--- config.mk ---
export PLATFORM = sky130hd
export DESIGN_NAME = sr_wb_loader
export DESIGN_NICKNAME = d
export VERILOG_FILES = /design/src/rtl/sr_wb_loader.sv
export SDC_FILE = /design/constraint.sdc
export NUM_CORES = 1
export LEC_CHECK = 0
export BUFFER_PORTS_ARGS = -buffer_cell sky130_fd_sc_hd__buf_4
export CAP_MARGIN = 10
export CORE_ASPECT_RATIO = 1.4
export CORE_MARGIN = 3
export CORE_UTILIZATION = 42
export DETAILED_ROUTE_END_ITERATION = 16
export GPL_TIMING_DRIVEN = 0
export HOLD_SLACK_MARGIN = 0.06
export PLACE_DENSITY = 0.87
export SYNTH_ARGS = -nofsm -noshare
export SYNTH_HDL_FRONTEND = slang
export SYNTH_SLANG_ARGS = --single-unit
--- constraint.sdc ---
create_clock -name clk_i -period 1.8 [get_ports clk_i]
set_clock_uncertainty 0.05 [all_clocks]
set_input_delay 0.36 -clock clk_i [delete_from_list [all_inputs] [get_ports clk_i]]
set_output_delay 0.36 -clock clk_i [all_outputs]
set_load 0.03 [all_outputs]
--- src/rtl/sr_wb_loader.sv ---
// rtl/sr_wb_loader.sv - loads a scan chain into the SR programming port, optional readback
module sr_wb_loader #(
    parameter int          WIDTH     = 164,
    parameter logic [31:0] BASE_ADDR = 32'h3000_0000,
    parameter int          TIMEOUT   = 255
) (
    input  logic        clk_i,
    input  logic        reset_i,
    input  logic        start_i,
    input  logic        rb_en_i,
    input  logic [31:0] in_data_i,
    input  logic        in_valid_i,
    output logic        in_ready_o,
    output logic [31:0] out_data_o,
    output logic        out_valid_o,
    input  logic        out_ready_i,
    output logic [31:0] wb_addr_o,
    output logic        valid_o,
    output logic        wen_o,
    output logic [31:0] wProgData_o,
    input  logic [31:0] rProgData_i,
    input  logic        ready_i,
    output logic        busy_o,
    output logic        done_o,
    output logic        error_o
);
    localparam int NWORDS = (WIDTH + 31) / 32;
    localparam int IDXW   = (NWORDS > 1) ? $clog2(NWORDS) : 1;
    localparam int TW     = ($clog2(TIMEOUT + 1) > 8) ? $clog2(TIMEOUT + 1) : 8;
    localparam logic [IDXW-1:0] LAST_IDX  = IDXW'(NWORDS - 1);
    localparam logic [TW-1:0]   TO_LAST   = TW'(TIMEOUT - 1);
    localparam logic [31:0]     LAST_MASK = (WIDTH % 32 == 0) ? 32'hFFFF_FFFF
                                            : ((32'd1 << (WIDTH % 32)) - 32'd1);

    typedef enum logic [2:0] {IDLE, FETCH, WRITE, READ, EMIT, DONE} state_t;

    state_t          state_q, state_d;
    logic [IDXW-1:0] idx_q, idx_d;
    logic [TW-1:0]   tcnt_q, tcnt_d;
    logic            rb_en_q, rb_en_d;
    logic            error_q, error_d;
    logic            valid_q, valid_d;
    logic            wen_q, wen_d;
    logic [31:0]     addr_q, addr_d;
    logic [31:0]     wdata_q, wdata_d;
    logic [31:0]     rdata_q, rdata_d;
    logic            hit, expire, bus_d, bus_q;

    function automatic logic [31:0] word_mask(input logic [IDXW-1:0] i);
        return (i == LAST_IDX) ? LAST_MASK : 32'hFFFF_FFFF;
    endfunction

    // A timeout is declared on the cycle the count would reach TIMEOUT; ready in that cycle wins.
    assign hit    = valid_q & ready_i;
    assign expire = valid_q & ~ready_i & (tcnt_q == TO_LAST);

    always_comb begin
        state_d = state_q;
        idx_d   = idx_q;
        rb_en_d = rb_en_q;
        error_d = error_q;
        wdata_d = wdata_q;
        rdata_d = rdata_q;
        case (state_q)
            IDLE: if (start_i) begin
                rb_en_d = rb_en_i;
                idx_d   = '0;
                error_d = 1'b0;
                state_d = FETCH;
            end
            FETCH: if (in_valid_i) begin
                wdata_d = in_data_i & word_mask(idx_q);
                state_d = WRITE;
            end
            WRITE: if (hit) begin
                if (idx_q != LAST_IDX) begin
                    idx_d   = idx_q + 1'b1;
                    state_d = FETCH;
                end else if (rb_en_q) begin
                    idx_d   = '0;
                    state_d = READ;
                end else begin
                    state_d = DONE;
                end
            end else if (expire) begin
                error_d = 1'b1;
                state_d = DONE;
            end
            READ: if (hit) begin
                rdata_d = rProgData_i & word_mask(idx_q);
                state_d = EMIT;
            end else if (expire) begin
                error_d = 1'b1;
                state_d = DONE;
            end
            EMIT: if (out_ready_i) begin
                if (idx_q == LAST_IDX) begin
                    state_d = DONE;
                end else begin
                    idx_d   = idx_q + 1'b1;
                    state_d = READ;
                end
            end
            DONE:    state_d = IDLE;
            default: state_d = IDLE;
        endcase

        // Going straight from WRITE to READ leaves valid low for one cycle between transactions.
        bus_d   = (state_d == WRITE) || (state_d == READ);
        bus_q   = (state_q == WRITE) || (state_q == READ);
        valid_d = bus_d && (!bus_q || (state_d == state_q));
        wen_d   = (state_d == WRITE);
        addr_d  = bus_d ? (BASE_ADDR + {{(30 - IDXW){1'b0}}, idx_d, 2'b00}) : addr_q;
        tcnt_d  = (valid_q && !ready_i) ? tcnt_q + 1'b1 : '0;
    end

    always_ff @(posedge clk_i) begin
        if (reset_i) begin
            state_q <= IDLE;
            idx_q   <= '0;
            tcnt_q  <= '0;
            rb_en_q <= 1'b0;
            error_q <= 1'b0;
            valid_q <= 1'b0;
            wen_q   <= 1'b0;
            addr_q  <= '0;
            wdata_q <= '0;
            rdata_q <= '0;
        end else begin
            state_q <= state_d;
            idx_q   <= idx_d;
            tcnt_q  <= tcnt_d;
            rb_en_q <= rb_en_d;
            error_q <= error_d;
            valid_q <= valid_d;
            wen_q   <= wen_d;
            addr_q  <= addr_d;
            wdata_q <= wdata_d;
            rdata_q <= rdata_d;
        end
    end

    assign in_ready_o  = (state_q == FETCH);
    assign out_valid_o = (state_q == EMIT);
    assign out_data_o  = rdata_q;
    assign wb_addr_o   = addr_q;
    assign valid_o     = valid_q;
    assign wen_o       = wen_q;
    assign wProgData_o = wdata_q;
    assign busy_o      = (state_q != IDLE) && (state_q != DONE);
    assign done_o      = (state_q == DONE);
    assign error_o     = error_q;
endmodule
=== Word-level counts from Yosys, hierarchy flattened ===
Index checks and enable logic that the tools add are counted.

* Add/subtract/negate cells: 3
* Eq/ne operators: 15
* Mux-type cells: 22
* Bitwise logic cells: 7
* Reduce and logical (&&, ||, !) cells: 17

{| class="wikitable"
|+ Operators by type and width
! cell !! number
|-
| AND 32 bit || 2
|-
| two-way mux 3 bit || 15
|-
| two-way mux 32 bit || 1
|-
| adder 30 x 5 -> 31 bit, first input constant || 1
|-
| one-hot mux 3 bit (5 select lines) || 1
|-
| == test 3 x 2 -> 1 bit, second input constant || 4
|-
| == test 3 bit, second input constant || 3
|-
| one-hot mux 3 bit (3 select lines) || 1
|-
| adder 8 x 1 -> 8 bit, second input constant || 1
|-
| == test 8 bit, second input constant || 1
|-
| != test 3 bit, second input constant || 2
|-
| AND reduction 2 bit || 3
|-
| != test 2 bit, second input constant || 2
|-
| AND reduction 4 bit || 1
|-
| OR reduction 2 bit || 2
|-
| adder 3 x 1 -> 3 bit, second input constant || 1
|-
| AND 1 bit || 3
|-
| == test 3 x 1 -> 1 bit, second input constant || 1
|-
| == test 3 bit || 1
|-
| logical AND 1 bit || 3
|-
| logical NOT 3 bit || 1
|-
| logical OR 1 bit || 3
|-
| two-way mux 1 bit || 3
|-
| nonzero test 3 bit || 1
|-
| 5 further kinds || 7
|}

* Register bits: 114
* Word-level logic and storage cells: 74

=== Depth between registers and ports, before layout ===
Gate-level depths: netlist of run 1.

* Depth after elaboration: 9
* Mapped depth: 7
* Gate-level depth less buffers: 6

=== Worst setup path after synthesis of run 1 ===
No wires, ideal clock.

* Path type: register -> register
* From: register valid_q, in the netlist valid_o
* To: register addr_q[28], in the netlist wb_addr_o[28]
* Arrival: 1.598 ns
* Path slack: 0.037 ns
* Cell stages (with the launch flop): 5
* Period minus slack after synthesis: 1.763 ns
* Cell sequence: dfxtp_1 > and4b_1 > a311oi_4 > or3_4 > o21a_1

* Longest elaborated chain between the ends: 7
* Elaborated cells on any way between the ends: 13
* Those cells by class: 1 x add/sub; 2 x eq/ne; 6 x mux; 3 x bitwise; 1 x reduce/logical

{| class="wikitable"
|+ RTL lines
! what !! line !! text
|-
| start: declaration || 42 || <nowiki>logic valid_q, valid_d;</nowiki>
|-
| start signal: assignment || 135 || <nowiki>valid_q <= valid_d;</nowiki>
|-
| branches (longest 7 deep; another with adder 30 x 5 -> 31 bit) || - ||
|-
| end signal: assignment || 137 || <nowiki>addr_q <= addr_d;</nowiki>
|-
| end: declaration || 44 || <nowiki>logic [31:0] addr_q, addr_d;</nowiki>
|}

Parallel ways; which one is timed is not known.
A chain may end at the register's enable or synchronous reset.

=== Worst setup path after layout of run 1 ===
* From: register idx_q[1]
* To: register idx_q[1]

* Longest elaborated chain between the ends: 4
* Elaborated cells on any way between the ends: 10
* Those cells by class: 1 x add/sub; 2 x eq/ne; 7 x mux

{| class="wikitable"
|+ RTL lines
! what !! line !! text
|-
| start: declaration || 38 || <nowiki>logic [IDXW-1:0] idx_q, idx_d;</nowiki>
|-
| start signal: assignment || 131 || <nowiki>idx_q <= idx_d;</nowiki>
|-
| adder 3 x 1 -> 3 bit, or another cell as far along || 77, 100 ||
|-
| two-way mux 3 bit, on equally long branches || 97, 76 ||
|-
| two-way mux 3 bit, on equally long branches || 96, 75 ||
|-
| one-hot mux 3 bit (3 select lines) (*) || 64 || <nowiki>case (state_q)</nowiki>
|}

Mark *: on every way between the ends. The rest lies on a longest branch, timed or not.

==> results list, run 1 <==
- The critical path is of the reg2reg type.
- Class of the worst hold path: in2reg
- Clock-pin slew was measured on the worst setup and hold paths at 0.06 ns.
* Total instance count after detailed placement: approximately 730
* Core area: 8660 sq um
- At the pin with the least slew margin, the transition time is 0.523 ns.
- List of most frequent post-synthesis cells: sky130_fd_sc_hd__dfxtp_1, sky130_fd_sc_hd__nand2_1, sky130_fd_sc_hd__a21oi_1
- Setup slack on the worst reg-to-reg path comes out at 0.02 ns.
- Remaining global-route overflow: 0
- Final-report max-slew violation count: 0
* Wire length of the first global-routing pass: 18200 um
* Fraction of the cycle the final worst path needs: 99.0%
- H-tree levels: 3
- Counting instances, the worst hold path has a depth of 3.
- Per-instance average area after synthesis: 8.35 sq um
- In this run the remaining antenna-violating nets after routing total 0.
* Required arrival time at the worst endpoint: around 2.0 ns
* End point of the most critical hold path: wProgData_o[3]$_SDFFE_PP0P_
- After synthesis, the share of flip-flops with an asynchronous set or reset is 0%.
- Dominant cell by count in the synthesized netlist: sky130_fd_sc_hd__dfxtp_1
- After layout, the minimum clock period comes to 1.78 ns.
* Setup-failing EPs final: 0
* Top area cells in the synthesized netlist: sky130_fd_sc_hd__dfxtp_1, sky130_fd_sc_hd__a21oi_1, sky130_fd_sc_hd__nand3_1
- Largest fanout on the critical path: 5
* WHS: 0.226 ns
- Vias in the first global route: 3905
* Clock buffers created by TritonCTS: 9
* Pin count of the biggest net entering global routing: 15
- Unrepaired setup endpoints after global routing: true
- The Yosys step of the flow raised 0 warnings.
- Hold_buf cts: 0
* Arrival time of data at the critical path endpoint: 1.97 ns
- Number of hold-slack violations in the final timing report: 0
- Critical Path Source Type: flop
- Run status: finished clean
* Dominant cell type by area after synthesis: sky130_fd_sc_hd__dfxtp_1
* Max IR drop VDD: 0.000570 V
- For this configuration, the core starts out at a cell density of 43.4%.
* Net count of the finished layout: 711
- Max_cap viols: 0
* Buffer depth of the longest clock path: 2
- Latest clock arrival within the worst-skew pair: 0.33 ns
* Complex-gate fraction of the synthesized area: 16.0%
* Site Rows: 40
- By area, the combinational part of the netlist is dominated by simple AND/OR/NAND/NOR gates.
- The final route contains 3898 vias.
* Mux contribution to synthesized area: 0.566%
- CTS saw 86 sinks.
- HPWL after detailed placement: a little under 9000 um
* Number of flops mapped to enable cells by yosys: 0
- Worst setup EP type: flop
- Pre-Repair DR Iteration Count: 5
- Port Buffer Count: between 100 and 150
- Average wire length per cell after detail routing: 15.4 um
* Synth Area in Adders: 1.33%
- Area of the die: roughly 10000 sq um
* CTS tree: yes
- The worst register-to-register path ends at idx_q[1]$_SDFF_PP0_.
* Final-layout fill cell count: between 700 and 800
* Yosys cell types: between 50 and 60
- Cell area reported after detailed placement: just over 5000 sq um
- Using the TritonRoute via totals, the vias-per-cell ratio works out to 5.23.
- Counting flops and latches in the post-synthesis netlist gives 86.
* Power density over cell area: between 800 and 900 nW/um^2
* Synthesized-area fraction occupied by xor and xnor cells: 1.63%
- Chip Height: 118 um
- Synthesis produced a netlist whose cell count is 450.
- In this run the clock root is driven by a sky130_fd_sc_hd__clkbuf_16.
* Fraction of final layout cells with drive strength greater than 1: 37.1%
* Max Fclk: 561 MHz
- Number of diodes: 0
* Tightest slew margin relative to the limit: 65.2%
* Simple-gate portion of the synthesized area: 23.4%
- I/O pin count: 174
* Leakage Power: 2.40 nW
- Number of DRC violations after detailed routing: 0
- Hold wc startpoint: in_data_i[3]
* Final wirelength: 11500 um
* Worst reg-to-reg path cell count: 6
- In this run the cell area of the synthesized design comes to 3760 sq um.
- The first routing iteration left 164 violations.
* Share of the synthesized area in the top cell type: 45.8%
- Non-filler instance count after layout: approximately 750
* Area added between synthesis and finish: 47.4%
- Sequential cell area fraction in the yosys report: 45.8%
- All-Layer GR Usage: 22.3%
- Die span in x: 85.9 um
- The initial antenna violation count came to 0.
- Start of the worst register-to-register path: idx_q[1]$_SDFF_PP0_
- The finished cells cover 5540 sq um.
- In the synthesized netlist the dominant register cell turns out to be sky130_fd_sc_hd__dfxtp_1.
* Routability congestion estimate from global placement: 0.870
## registers in the layout, indices dropped and copies added (netlist names)
register,cells
out_data_o,32
wProgData_o,32
tcnt_q,8
wb_addr_o,4
idx_q,3
state_q,3
error_o,1
rb_en_q,1
valid_o,1
wen_o,1
## timing repair
action	CTS	global route
setup buffers	1	2
pin swaps	2	6
resized for setup	19	19
endpoints found under the setup margin	35	36
## report_power, final
group          total (mW)  switching [mW]  internal (mW)
Sequential           2.00          0.0386           1.96
Combinational       0.749           0.424          0.325
Clock                2.03           0.736           1.29
## per-layer routing
layer  global-route usage (%)  share of wire (%)  up-vias
met3                     3.15                6.1       35
met2                     42.2                 55      157
li1                         -                  -     1872
met1                     22.6                 36     1834
met4                     11.7                2.9        0
met5                        0                  0        -
## kinds of logic after synthesis
logic type / after synthesis
and+or+nand+nor: 182
AOI/OAI and AO/OA: 101
DFF: 86
buffers and inverters: 67
xor gates and xnor gates: 7
adders and majority gates: 4
muxes: 2
other: 1
## stage by stage
stage          power (mW)  util, %  setup WS, ns  setup TNS, ns
2_1_floorplan        2.48        -        0.0370              0
3_3_place_gp         2.74     58.7        -0.311          -5.78
3_5_place_dp         2.76     58.7        -0.391          -7.88
4_1_cts              4.79     63.1        0.0146              0
5_1_grt              4.93     64.0       -0.0217        -0.0444
6_report             4.77     64.0        0.0181              0
## critical path: stages (launching register included)
cell	delay (ns)
sky130_fd_sc_hd__dfxtp_2	0.35
sky130_fd_sc_hd__inv_1	0.05
sky130_fd_sc_hd__ha_2	0.19
sky130_fd_sc_hd__and2_1	0.19
sky130_fd_sc_hd__or3_1	0.33
sky130_fd_sc_hd__a211o_1	0.30
sky130_fd_sc_hd__a31oi_1	0.23
## how the worst max path moves through the flow
stage	start	endpoint	slack, ns	depth (start not counted)
6_report	idx_q[1]$_SDFF_PP0_	idx_q[1]$_SDFF_PP0_	0.02	6
3_5_place_dp	idx_q[1]$_SDFF_PP0_	wProgData_o[30]$_SDFFE_PP0P_	-0.39	7
2_1_floorplan	valid_o$_SDFF_PP0_	wb_addr_o[28]$_SDFFE_PP0P_	0.04	4
5_1_grt	tcnt_q[0]$_SDFF_PP0_	wb_addr_o[2]$_SDFFE_PP0P_	-0.02	7
3_3_place_gp	idx_q[1]$_SDFF_PP0_	wProgData_o[30]$_SDFFE_PP0P_	-0.31	7
4_1_cts	tcnt_q[0]$_SDFF_PP0_	wen_o$_SDFF_PP0_	0.01	6
## area by class of cell
class / count / area (sq um) / area share (%)
well taps: 105 / 131 / 2.37
repair buffers: 149 / 1120 / 20.3
multi-input cells: 323 / 1780 / 32.1
clock buffers: 11 / 253 / 4.56
plain buffers: 62 / 424 / 7.66
clock inverters: 5 / 81.3 / 1.47
flip-flops and latches: 86 / 1730 / 31.2
inverters: 5 / 18.8 / 0.339
## cells in the final DEF, fill, tap and decap left out, drive strengths merged, types with 6 or more instances in the layout
cell,synthesis,routed
nor2,14,14
dfxtp,86,86
buf,44,195
nand3,60,60
a21oi,70,70
clkbuf,18,27
nand2,78,78
o21ai,6,6
conb,1,27
a31oi,6,6
Power figures use the tool's default switching activity.
==> run 2, diff against run 1 <==
REMOVE_ABC_BUFFERS = 1   (was unset)
==> results list, run 2 (synthesis gave the netlist of run 1 again) <==
- Fraction of the cycle the final worst path needs: between 90 and 100%
- CTS built an H-tree with a depth of 3.
* Largest fanout on the critical path: 5
- Clock root cell: sky130_fd_sc_hd__clkbuf_16
- Arrival time of data at the critical path endpoint: 1.95 ns
- The analysis attributes to cell leakage a power of roughly 2.2 nW.
* Tightest slew margin relative to the limit: 50.0%
* Pre-Repair DR Iteration Count: 4
* Die span in x: 85.9 um
* Post-route ant nets: 0
- Setup repair after global routing could not meet its margin everywhere.
- Net count of the finished layout: ~660
* Max_cap viols: 0
* Final-layout fill cell count: 744
- In this run the core area contains 40 standard-cell rows.
- Worst setup EP type: flop
* Clock buffers created by TritonCTS: 9
- The repair_antennas step left the layout with diodes totalling 0.
- The initial utilization of the core area, before any placement, comes to between 40 and 50%.
- Worst-Margin Slew: 0.751 ns
* Port Buffer Count: roughly 150
- Setup-failing EPs final: 0
- Routability congestion estimate from global placement: between 0.8 and 0.9
* Remaining global-route overflow: 0
- TritonCTS built the clock tree.
- After detailed routing, the met2 layer carries 5500 um of wire.
- Fraction of final layout cells with drive strength greater than 1: 34.9%
- Wire length of the first global-routing pass: approximately 16000 um
- After clock tree synthesis, the clock-pin slew on the worst setup and hold paths is approximately 0.060 ns.
- The worst setup path is of the reg2reg kind.
* Area added between synthesis and finish: 39.8%
* Class of the worst hold path: in2reg
* Chip Height: about 120 um
- Pin count of the biggest net entering global routing: 75
- In the final timing run, aggregate negative setup slack is 0 ns.
- The via count of the first global-routing pass is 3487.
* Leading cell type in the layout, fill and taps excluded: sky130_fd_sc_hd__buf_4
- Routed signal wires occupy layers up through met4.
- Clock sink count: 86
- I/O pin count: 174
- Run status: finished clean
- Buffer depth of the longest clock path: 2
- STA puts the critical path data required time at 1.98 ns.
- The tightest hold path in the finished design has a slack of 0.220 ns.
- Fin crit period: around 1.8 ns
* DRC violation total after the first TritonRoute iteration: 212
- All-Layer GR Usage: 19.3%
- After detailed routing, the number of remaining DRC violations is 0.
* Number of hold-slack violations in the final timing report: 0
- Detailed routing inserted a total of ~3600 vias.
- Leading cell types in the layout, fill and taps excluded: sky130_fd_sc_hd__buf_4, sky130_fd_sc_hd__dfxtp_1, sky130_fd_sc_hd__nand2_1
* Hold_buf cts: 0
- Total instance count after detailed placement: approximately 670
- STA classifies the critical path startpoint as a flop.
* Max Fclk: 565 MHz
- The core region is just under 9000 sq um.
- The worst-case IR drop observed on VDD is 0.000685 V.
- Power spread over the standard cell area amounts to 861 nW/um^2.
- HPWL after detailed placement: roughly 7000 um
- Antenna violations before repair: 0
- Wl on met1: between 3000 and 4000 um
- Average wire length per cell after detail routing: 15.2 um
- At the later pin of the worst-skew pair, clock insertion delay measures 0.33 ns.
- Average vias per placed instance: 5.27
* Final wirelength: 10500 um
* Area of the die: 10100 sq um
- In the detailed route, the total length drawn on met3 is 841 um.
* Register-to-register setup slack: 0.03 ns
- Overall power consumption after layout is estimated at 4.52 mW.
- Non-filler instance count after layout: 692
- Final-report max-slew violation count: 0
-- run 2: cell types whose count changed in the layout (fill, tap and decap cells not counted), moves of 3 or more --
| cell | before | now |
|---|---|---|
| sky130_fd_sc_hd__clkbuf_1 | 12 | 2 |
| sky130_fd_sc_hd__buf_2 | 6 | 0 |
| sky130_fd_sc_hd__and2_1 | 3 | 0 |
| sky130_fd_sc_hd__dfxtp_4 | 1 | 6 |
| sky130_fd_sc_hd__buf_4 | 179 | 150 |
| sky130_fd_sc_hd__dfxtp_2 | 4 | 0 |
| sky130_fd_sc_hd__clkbuf_2 | 3 | 0 |
| sky130_fd_sc_hd__buf_6 | 9 | 2 |
-- run 2: area by class of cell --
| type | instances | area (sq um) | share of cell area, % |
|---|---|---|---|
| clock buffers | 13 | 260 | 4.95 |
| clock inverters | 3 | 42.5 | 0.810 |
| repair buffers | 155 | 1210 | 23.0 |
| inverters | 5 | 18.8 | 0.357 |
| flip-flops and latches | 86 | 1740 | 33.2 |
| multi-input cells | 325 | 1850 | 35.2 |
| well taps | 105 | 131 | 2.50 |
-- run 2: power breakdown --
group          internal (mW)  switching, mW  leakage (nW)
logic                  0.266          0.402          1.33
registers               1.96         0.0466         0.701
clock network           1.15          0.702         0.146
-- run 2: path summary, 6_finish.rpt --
| kind | cells past startpoint | to | from |
|---|---|---|---|
| worst min-delay path | 3 | wProgData_o[0]$_SDFFE_PP0P_ | in_data_i[0] |
| worst min register to register | 2 | wProgData_o[9]$_SDFFE_PP0P_ | wProgData_o[9]$_SDFFE_PP0P_ |
| worst max-delay path | 7 | wen_o$_SDFF_PP0_ | tcnt_q[0]$_SDFF_PP0_ |
| worst max register to register | 7 | wen_o$_SDFF_PP0_ | tcnt_q[0]$_SDFF_PP0_ |
-- run 2: worst max-delay path, cell delays in order, from the launching register on --
cell                       delay [ns]
sky130_fd_sc_hd__dfxtp_4         0.35
sky130_fd_sc_hd__inv_2           0.06
sky130_fd_sc_hd__ha_4            0.10
sky130_fd_sc_hd__and4b_2         0.27
sky130_fd_sc_hd__a311oi_4        0.11
sky130_fd_sc_hd__buf_6           0.16
sky130_fd_sc_hd__or3_4           0.40
sky130_fd_sc_hd__and3_4          0.18
-- run 2: through the flow --
stage	utilization, %	setup slack (ns)	area, sq um
floorplan	-	-0.679	3460
global placement	54.1	-1.42	4680
detailed placement	54.4	-0.865	4710
CTS	58.7	-0.108	5080
global route	60.7	-0.0118	5250
finish	60.7	0.0308	5250
-- run 2: timing repair --
item,4_1_cts,5_1_grt
cloned,0,3
resized for setup,22,19
setup endpoints to repair,78,41
setup buffers,1,6
pin swaps,3,11
-- run 2: routing by layer --
metal / vias up / global-route usage (%)
met1: 1675 / 21.4
met4: 0 / 11.6
met3: 30 / 5.04
met2: 173 / 32.3
li1: 1767 / -
met5: - / 0
